### config.mk
export PLATFORM = sky130hd
export DESIGN_NAME = regfile_mp
export DESIGN_NICKNAME = d
export VERILOG_FILES = /design/src/rtl/regfile_mp.sv
export SDC_FILE = /design/constraint.sdc
export NUM_CORES = 2
export LEC_CHECK = 0
export CAP_MARGIN = 15
export CORE_MARGIN = 5
export CORE_UTILIZATION = 55
export DETAILED_ROUTE_END_ITERATION = 12
export PLACE_DENSITY = 0.84
export SKIP_LAST_GASP = 1
export SLEW_MARGIN = 30
export SYNTH_ARGS = -nofsm -noshare
export SYNTH_HDL_FRONTEND = slang
export SYNTH_SLANG_ARGS = --single-unit
### constraint.sdc
create_clock -name clk -period 3.1 [get_ports clk]
set_input_delay 0.775 -clock clk [delete_from_list [all_inputs] [get_ports clk]]
set_output_delay 0.775 -clock clk [all_outputs]
set_load 0.1 [all_outputs]
### src/rtl/regfile_mp.sv
// Multi-port integer register file with a per-register busy scoreboard for issue/stall logic.
// Optional same-cycle write-to-read forwarding is enabled by defining REGFILE_BYPASS_EN.
module regfile_mp #(
   parameter int XLEN  = 64,
   parameter int NREGS = 32,
   parameter int NRD   = 2,
   parameter int NWR   = 1,
   localparam int AW   = $clog2(NREGS)
) (
   input  logic                  clk,
   input  logic                  rst_n,
   input  logic [NRD*AW-1:0]     rd_addr,
   output logic [NRD*XLEN-1:0]   rd_data,
   output logic [NRD-1:0]        rd_busy,
   input  logic [NWR-1:0]        wr_en,
   input  logic [NWR*AW-1:0]     wr_addr,
   input  logic [NWR*XLEN-1:0]   wr_data,
   input  logic                  iss_en,
   input  logic [AW-1:0]         iss_rd,
   output logic [NREGS-1:0]      busy_vec
);

   logic [XLEN-1:0]  regs [NREGS];
   logic [NREGS-1:0] busy;
   logic [NREGS-1:0] busy_nxt;

   // Ports are visited in ascending order so the highest-index writer lands last and wins.
   always_ff @(posedge clk or negedge rst_n) begin
      if (!rst_n) begin
         for (int k = 0; k < NREGS; k++) begin
            regs[k] <= '0;
         end
      end else begin
         for (int j = 0; j < NWR; j++) begin
            if (wr_en[j] && (wr_addr[j*AW +: AW] != '0)) begin
               regs[wr_addr[j*AW +: AW]] <= wr_data[j*XLEN +: XLEN];
            end
         end
      end
   end

   // Clears are applied before the issue set so a newer producer keeps the register busy.
   always_comb begin
      busy_nxt = busy;
      for (int j = 0; j < NWR; j++) begin
         if (wr_en[j] && (wr_addr[j*AW +: AW] != '0)) begin
            busy_nxt[wr_addr[j*AW +: AW]] = 1'b0;
         end
      end
      if (iss_en && (iss_rd != '0)) begin
         busy_nxt[iss_rd] = 1'b1;
      end
      busy_nxt[0] = 1'b0;
   end

   always_ff @(posedge clk or negedge rst_n) begin
      if (!rst_n) begin
         busy <= '0;
      end else begin
         busy <= busy_nxt;
      end
   end

   assign busy_vec = busy;

   for (genvar i = 0; i < NRD; i++) begin : g_rd
      logic [AW-1:0]   addr;
      logic [XLEN-1:0] data;
      logic            pend;
`ifdef REGFILE_BYPASS_EN
      logic            fwd;
`endif

      assign addr = rd_addr[i*AW +: AW];

      always_comb begin
         data = regs[addr];
         pend = busy[addr];
`ifdef REGFILE_BYPASS_EN
         fwd = 1'b0;
         for (int j = 0; j < NWR; j++) begin
            if (wr_en[j] && (wr_addr[j*AW +: AW] == addr)) begin
               data = wr_data[j*XLEN +: XLEN];
               fwd  = 1'b1;
            end
         end
         // A same-cycle reissue of this register means the forwarded value is already stale.
         if (fwd && !(iss_en && (iss_rd == addr))) begin
            pend = 1'b0;
         end
`endif
         if (addr == '0) begin
            data = '0;
            pend = 1'b0;
         end
      end

      assign rd_data[i*XLEN +: XLEN] = data;
      assign rd_busy[i]              = pend;
   end

endmodule
==> results.json <==
{
  "crit_path_max_incr_delay_ns": 0.52,
  "fp.dieArea_mm2": 0.209,
  "grt_use_met1_pct": 45.4,
  "status": "complete, but fails checks",
  "p_leak_nw": 59.6,
  "busiest_layer": "met2",
  "clock_sinks": 2079,
  "die_w_um": 457,
  "fin_crit_sh_pct": 121,
  "p_sw_mw": 28.6,
  "antenna_found_initial": 26,
  "vias": 77700,
  "pwr-share-seq_pct": 41.3,
  "synth_nets": 6965,
  "area_growth_pct": 25.1,
  "portBuffers": 248,
  "synth_seq_cells": 2079,
  "timing.hold.ws_ns": 0.379,
  "slew_headroom_pct": 29.5,
  "grtUsageTotal_pct": 36.6,
  "tightest_slew_ns": 1.05,
  "worst_clock_skew_ns": 0,
  "syn_inst": 6877,
  "final_common_cell": "dfrtp_1",
  "crit_slowest_cell": "mux4_2",
  "hold_viol": 0,
  "synth_area_mm2": 0.110,
  "core.rowCount": 164,
  "drtIter0Drc": 10700,
  "die_h_um": 457,
  "nets": 7681,
  "cp-endpoint": "rd_data[76]",
  "dp_slack_ns": -0.705,
  "layout_min_cycle_time_ns": 3.74,
  "worst_r2r_endpoint": "regs[457]$_DFFE_PN0P_",
  "setup_viol": 130,
  "cts_buffers": 201,
  "reg2reg_depth": 2,
  "clk_pin_slew_ns": 0.06,
  "synth-edff-count": 0,
  "pwr-share-clk_pct": 28.9,
  "grt_max_degree": 115,
  "violations": "negative setup slack",
  "cp_max_fo": 6,
  "pin_count": 250,
  "vdd_ir_drop_max_uv": 597,
  "crit_chain": "buf_16 > buf_6 > buf_16 > buf_4 > mux4_2 > mux4_2 > a2bb2oi_4 > o21ai_4 > buf_12",
  "htreeDepth": 4,
  "crit_path_start_kind": "input pin",
  "core_mm2": 0.199,
  "syn_area_per_cell_um2": 16.0,
  "maxCapViolations": 0,
  "fin_ws_ns": -0.644,
  "arrival_ns": 2.97,
  "grt_pass1_vias": 80900,
  "met2_usage_pct": 54.1,
  "route.detailed.drc": 0,
  "clockBufferDepth": 3,
  "power.density_mw_per_mm2": 650,
  "critical_path_class": "in -> out",
  "drv_slew": 0,
  "drive_gt1_share_pct": 66.3,
  "clk_latency_ns": 0.87,
  "tns_ns": -61.96,
  "synth_flop_cell": "dfrtp_1",
  "dr.pass1.iters": 6,
  "synth-async-reset-ratio_pct": 100,
  "routedWlPerCell_um": 38.3,
  "use_met3_pct": 11.5,
  "via_per_inst": 7.45,
  "sw_frac_of_total_pct": 32.0,
  "wirelength_um": 400000,
  "synth.distinct_cells": 58,
  "tritoncts": "yes",
  "r2r_setup_slack_ns": 2.13,
  "p_int_mw": 60.8,
  "cp-end-kind": "output pin",
  "initial_utilization_pct": 55.1,
  "combPwrFrac_pct": 29.8,
  "final_util_pct": 69.0,
  "clock-root-buffer": "clkbuf_16",
  "reg2reg_from": "regs[457]$_DFFE_PN0P_",
  "cp-startpoint": "rd_addr[5]",
  "synth-seq-area-share_pct": 47.4,
  "power_mw": 89.4,
  "gp_congestion": 0.915,
  "overflow": 0,
  "critPathRequiredTime_ns": 2.32,
  "grt_pass1_wl_um": 565000,
  "fmax_mhz": 267,
  "mostFrequentLayoutCells": "dfrtp_1, mux2_2, mux4_2, buf_4, buf_12",
  "yosys_warnings": 0,
  "dpl.hpwl_um": 236000,
  "min_path_type": "reg -> reg",
  "grt_setup_unrepaired": "true",
  "drtAntennaViolNets": 0
}
-- synth_stat cells, types with 15 or more instances --
cell	number	area (um2)
dfrtp_1	2079	52000
mux2_2	2025	22800
mux4_2	1091	24600
clkbuf_1	440	1650
mux2i_1	329	3290
buf_2	255	1280
o22ai_1	103	644
buf_1	53	199
nand2_1	48	180
o21ai_1	41	205
a21o_1	40	300
a2bb2oi_1	40	350
buf_4	38	285
buf_6	30	338
nor2_1	24	90.1
o221ai_1	21	184
a211oi_1	20	150
nor2b_1	17	106
or2_2	16	100
nor3_1	15	75.1
-- metal layers --
layer	share of wire (%)	up-vias
met1	33	40700
met3	13	2155
met5	0.016	-
met2	45	6541
li1	-	28300
met4	9.5	10
-- flip-flops by register name, indices dropped and copies added (netlist names) --
name      count
regs       2048
busy_vec     31
-- per-stage QoR --
step / instance area, um2 / std cells
2_1_floorplan: 112000 / 6877
3_3_place_gp: 125000 / 9803
3_5_place_dp: 125000 / 9803
4_1_cts: 136000 / 10400
5_1_grt: 137000 / 10400
6_report: 137000 / 10400
-- worst min-delay path by stage --
| stage | from | end | cells after the start |
|---|---|---|---|
| 2_1_floorplan | regs[1990]$_DFFE_PN0P_ | regs[1990]$_DFFE_PN0P_ | 1 |
| 3_3_place_gp | regs[1998]$_DFFE_PN0P_ | regs[1998]$_DFFE_PN0P_ | 0 |
| 3_5_place_dp | regs[1998]$_DFFE_PN0P_ | regs[1998]$_DFFE_PN0P_ | 0 |
| 4_1_cts | regs[1990]$_DFFE_PN0P_ | regs[1990]$_DFFE_PN0P_ | 0 |
| 5_1_grt | regs[2032]$_DFFE_PN0P_ | regs[2032]$_DFFE_PN0P_ | 0 |
| 6_report | regs[2032]$_DFFE_PN0P_ | regs[2032]$_DFFE_PN0P_ | 0 |
-- cell families after synthesis --
| group | synth area share, % |
|---|---|
| AOI/OAI and AO/OA | 2.24 |
| and+or+nand+nor | 0.819 |
| buffers and inverters | 3.47 |
| other | 0.00341 |
| muxes | 46.1 |
| DFF | 47.4 |
-- cell type report --
class	count	area, um2
fillers	11200	61800
multi-input cells	3966	57600
flip-flops and latches	2079	52000
repair buffers	1329	17600
clock buffers	287	5910
well taps	2656	3320
clock inverters	84	913
inverters	16	87.6
diodes	19	47.5
-- power by group through the flow --
stage / clock network (mW) / logic, mW / registers [mW]
after floorplan: 0 / 16.6 / 35.8
after detailed placement: 0 / 24.0 / 36.6
after CTS: 25.6 / 25.4 / 36.2
after global placement: 0 / 23.3 / 36.0
after global routing: 26.9 / 27.6 / 37.2
final: 25.8 / 26.6 / 36.9
-- what timing repair did --
action,in CTS,in global routing
gates cloned,45,14
resized for setup,342,302
endpoints found under the hold margin,17,0
pin swaps,90,84
hold buffers,1,0
setup buffers,143,87
endpoints found under the setup margin,130,130
-- critical path, delay by kind of cell --
kind,cells,cell delay (ns)
buffers and inverters,5,0.78
multiplexers,2,1.04
AO/OA/AOI/OAI,2,0.34
(Power assumes the default switching activity.)
